$ cat config.mk
export PLATFORM = sky130hd
export DESIGN_NAME = seq_divider
export DESIGN_NICKNAME = d
export VERILOG_FILES = /design/src/rtl/seq_divider.sv
export SDC_FILE = /design/constraint.sdc
export NUM_CORES = 1
export LEC_CHECK = 0
export BUFFER_PORTS_ARGS = -buffer_cell sky130_fd_sc_hd__buf_4
export CELL_PAD_IN_SITES_DETAIL_PLACEMENT = 1
export CELL_PAD_IN_SITES_GLOBAL_PLACEMENT = 2
export CORE_MARGIN = 8
export CORE_UTILIZATION = 35
export DETAILED_ROUTE_END_ITERATION = 10
export GPL_ROUTABILITY_DRIVEN = 0
export PLACE_DENSITY_LB_ADDON = 0.15
export SYNTH_ARGS = -nofsm -noshare
export SYNTH_HDL_FRONTEND = slang
export SYNTH_SLANG_ARGS = --single-unit
$ cat constraint.sdc
create_clock -name clk -period 2.4 [get_ports clk]
set_clock_uncertainty 0.05 [all_clocks]
set_input_delay 0.24 -clock clk [delete_from_list [all_inputs] [get_ports clk]]
set_output_delay 0.24 -clock clk [all_outputs]
set_load 0.1 [all_outputs]
$ cat src/rtl/seq_divider.sv
// seq_divider: multi-cycle unsigned restoring divider.
// Takes one quotient bit per clock and reports the quotient, the remainder
// and a divide-by-zero flag using a start/busy/done handshake.
module seq_divider #(
    parameter int N = 8
) (
    input  logic         clk,
    input  logic         rst_n,
    input  logic         start,
    input  logic [N-1:0] dividend,
    input  logic [N-1:0] divisor,
    output logic [N-1:0] quotient,
    output logic [N-1:0] remainder,
    output logic         busy,
    output logic         done,
    output logic         div_by_zero
);

    localparam int CW = $clog2(N);

    localparam logic [1:0] S_IDLE = 2'd0;
    localparam logic [1:0] S_RUN  = 2'd1;
    localparam logic [1:0] S_DONE = 2'd2;

    logic [1:0]    state;
    logic [N:0]    r_reg;
    logic [N-1:0]  q_reg;
    logic [N-1:0]  d_reg;
    logic [CW-1:0] cnt;
    logic          dz_pend;

    logic [N:0]    r_sh;
    logic [N-1:0]  q_sh;
    logic [N+1:0]  t;
    logic [N:0]    r_new;
    logic [N-1:0]  q_new;
    logic          last_iter;

    // One restoring step: shift {R,Q} left, trial-subtract D, keep or restore
    always_comb begin
        r_sh  = {r_reg[N-1:0], q_reg[N-1]};
        q_sh  = {q_reg[N-2:0], 1'b0};
        t     = {1'b0, r_sh} - {2'b00, d_reg};
        r_new = r_sh;
        q_new = q_sh;
        if (!t[N+1]) begin
            r_new = t[N:0];
            q_new = q_sh | {{(N-1){1'b0}}, 1'b1};
        end
        last_iter = (cnt == CW'(N - 1));
    end

    assign busy = (state == S_RUN);
    assign done = (state == S_DONE);

    // Control FSM, iteration datapath and result registers
    always_ff @(posedge clk or negedge rst_n) begin
        if (!rst_n) begin
            state       <= S_IDLE;
            r_reg       <= '0;
            q_reg       <= '0;
            d_reg       <= '0;
            cnt         <= '0;
            dz_pend     <= 1'b0;
            quotient    <= '0;
            remainder   <= '0;
            div_by_zero <= 1'b0;
        end else begin
            case (state)
                S_IDLE, S_DONE: begin
                    if (start) begin
                        q_reg   <= dividend;
                        d_reg   <= divisor;
                        r_reg   <= '0;
                        cnt     <= '0;
                        dz_pend <= (divisor == '0);
                        state   <= S_RUN;
                    end else begin
                        state <= S_IDLE;
                    end
                end
                S_RUN: begin
                    // A zero divisor spends exactly one busy cycle here so that
                    // done appears one edge after acceptance, with no iterations.
                    if (dz_pend) begin
                        quotient    <= '1;
                        remainder   <= q_reg;
                        div_by_zero <= 1'b1;
                        dz_pend     <= 1'b0;
                        state       <= S_DONE;
                    end else begin
                        r_reg <= r_new;
                        q_reg <= q_new;
                        cnt   <= cnt + CW'(1);
                        if (last_iter) begin
                            quotient    <= q_new;
                            remainder   <= r_new[N-1:0];
                            div_by_zero <= 1'b0;
                            state       <= S_DONE;
                        end
                    end
                end
                default: state <= S_IDLE;
            endcase
        end
    end

endmodule

==> metrics.cfg <==
[floorplan]
die_w_um=101
rows=31
die_area_um2=10200
ios=38
core_area_um2=7100
die_h_um=101
start_util_pct=35.5

[final_layout]
fin_util_pct=43.0
final.fill_count=831
finalNetCount=339
diodes=0
syn2layout_area_growth_pct=21.1
layout-drive-gt1-share_pct=22.6
seqCellArea_um2=1180
multi_input_area_um2=1230

[clock_network]
root_buffer=clkbuf_8
clockBufferDepth=2
post-cts-setup-buffers=0
htree_levels=2
cts_buffers=5
cts_tree=yes
insertion_delay_ps=300
clock-sinks=47
clk_pin_slew_ps=90

[global_route]
grt_max_degree=48
overflow=0
grt_pass1_vias=2267
grt_pass1_wl_um=11500
grt_antenna_before_repair=0
grt_usage_pct=14.3

[routing]
viasPerCell=5.14
routed_wl_um=6780
wl_per_cell_um=16.6
route.vias.total=2103
drc=0
first_pass_iters=4
first_iter_violations=71
postRouteAntennaNets=0

[critical_path]
r2r_start=r_reg[4]
reg2reg_to=r_reg[7]
critPathTopFamily=simple AND/OR/NAND/NOR gates
crit_type=reg2reg
crit_fanout=11
max_stage_delay_ps=530
ff2ff_path_depth=7
r2r_slack_ps=110
cp_slowest_cell=or4_1
crit_chain=ha_1, inv_1, nor4_4, a21oi_4, buf_4, or4_1, nand2_1
startpoint=r_reg[4]
crit_arrival_ps=2480
end_kind=register
critPathRequiredTime_ps=2590
endpoint=r_reg[7]
path_buf_inv=2
worst-path-stages=7
cp-start-kind=register

[timing]
rsz0062_at_grt=no
fmax_mhz=437
finalCritPeriodShare_pct=95.4
slew_headroom_pct=58.4
slew_viol_final=0
finalHoldViolations=0
worst_slack_ps=111
finalSetupViolCount=0
worstMarginPinSlew_ps=624
layout_min_cycle_time_ps=2290
finalSetupTns_ps=0

[synthesis]
synth_area_leader_cell=dfrtp_1
synth_edf_count=0
yosys-top-cells-area=dfrtp_1 47%, nand2_1 6.3%, ha_1 5.0%, o21ai_0 4.6%, mux2_2 4.0%
synth_top_area_share_pct=46.6
ys_seq_area_share_pct=46.6
synth_cell_types=44
syn_inst=269
postSynth.asyncResetShare_pct=100
synth_most_common_cell=dfrtp_1
ys_ff_latch=47
synth_common_cells=47 x dfrtp_1, 42 x nand2_1, 23 x o21ai_0
synth.cell_area_um2=2520
synth_nets=299
synth-main-ff-cell=dfrtp_1
syn_avg_cell_area_um2=9.38
ys_warn_count=0

[status]
outcome=complete, no violations

[job]
drv_cap=0

[placement]
port_buffers=37
dp_hpwl_um=4920
place_ws_ps=51.0

[min_path]
hp-class=in2reg

layout by cell type, fill, tap and decap left out, types with 2 or more instances in the layout:
master	count
inv_1	14
a21oi_1	19
a31oi_1	9
xor2_1	2
xnor2_1	2
buf_4	47
a21o_1	5
nand2b_1	5
mux2_2	9
nand2_1	42
clkbuf_8	7
nor4_1	2
a2111o_1	2
o21ai_0	23
ha_1	9
nor2_1	16
dfrtp_1	47
o21ai_1	3
and3_1	2
nand3b_1	7
mux2i_1	3
nand3_1	7
a211oi_1	3
nor2b_1	2
worst min path at each step:
stage                  end  slack (ps)       start  cells past startpoint
2_1_floorplan       cnt[0]        -110       rst_n                      0
6_report          d_reg[1]         130  divisor[1]                      2
3_3_place_gp   quotient[6]         260       rst_n                      1
3_5_place_dp   quotient[7]         260       rst_n                      1
4_1_cts           d_reg[1]         120  divisor[1]                      2
5_1_grt           d_reg[1]         120  divisor[1]                      2
stage by stage:
stage | hold WS, ps | cell area [µm²] | instances
after global routing | 119 | 3050 | 409
after detailed placement | 256 | 2930 | 400
after floorplan | -106 | 2520 | 269
after global placement | 257 | 2930 | 400
after CTS | 119 | 3040 | 409
final | 125 | 3050 | 409
area by class of cell:
type | instances | area share [%]
tap | 99 | 4.06
inverter | 14 | 1.72
clock inverter | 1 | 0.246
multi-input combinational | 193 | 40.4
timing repair buffer | 48 | 11.9
clock buffer | 7 | 3.15
sequential | 47 | 38.5
per-layer routing:
metal / part of all wire, % / vias up / global-route usage (%)
li1: - / 1023 / -
met3: 3.6 / 5 / 3.25
met2: 49 / 26 / 24.7
met1: 46 / 1049 / 17.6
met4: 0.59 / 0 / 3.09
met5: 0 / - / 0
logic make-up after synthesis:
family,after synthesis,synth area share (%)
and+or+nand+nor,90,17.0
AOI/OAI and AO/OA,74,18.2
DFF,47,46.6
buffers and inverters,29,5.01
muxes,14,6.05
adders and majority gates,11,5.75
xor gates and xnor gates,4,1.39
timing repair:
action | CTS | global route
hold buffers | 1 | 0
hold endpoints to repair | 47 | 0
gates resized for setup | 0 | 3
endpoints found under the setup margin | 0 | 7
Power is not shown: default switching activity piles up to over one toggle a cycle in this logic, so the estimate is an artifact.
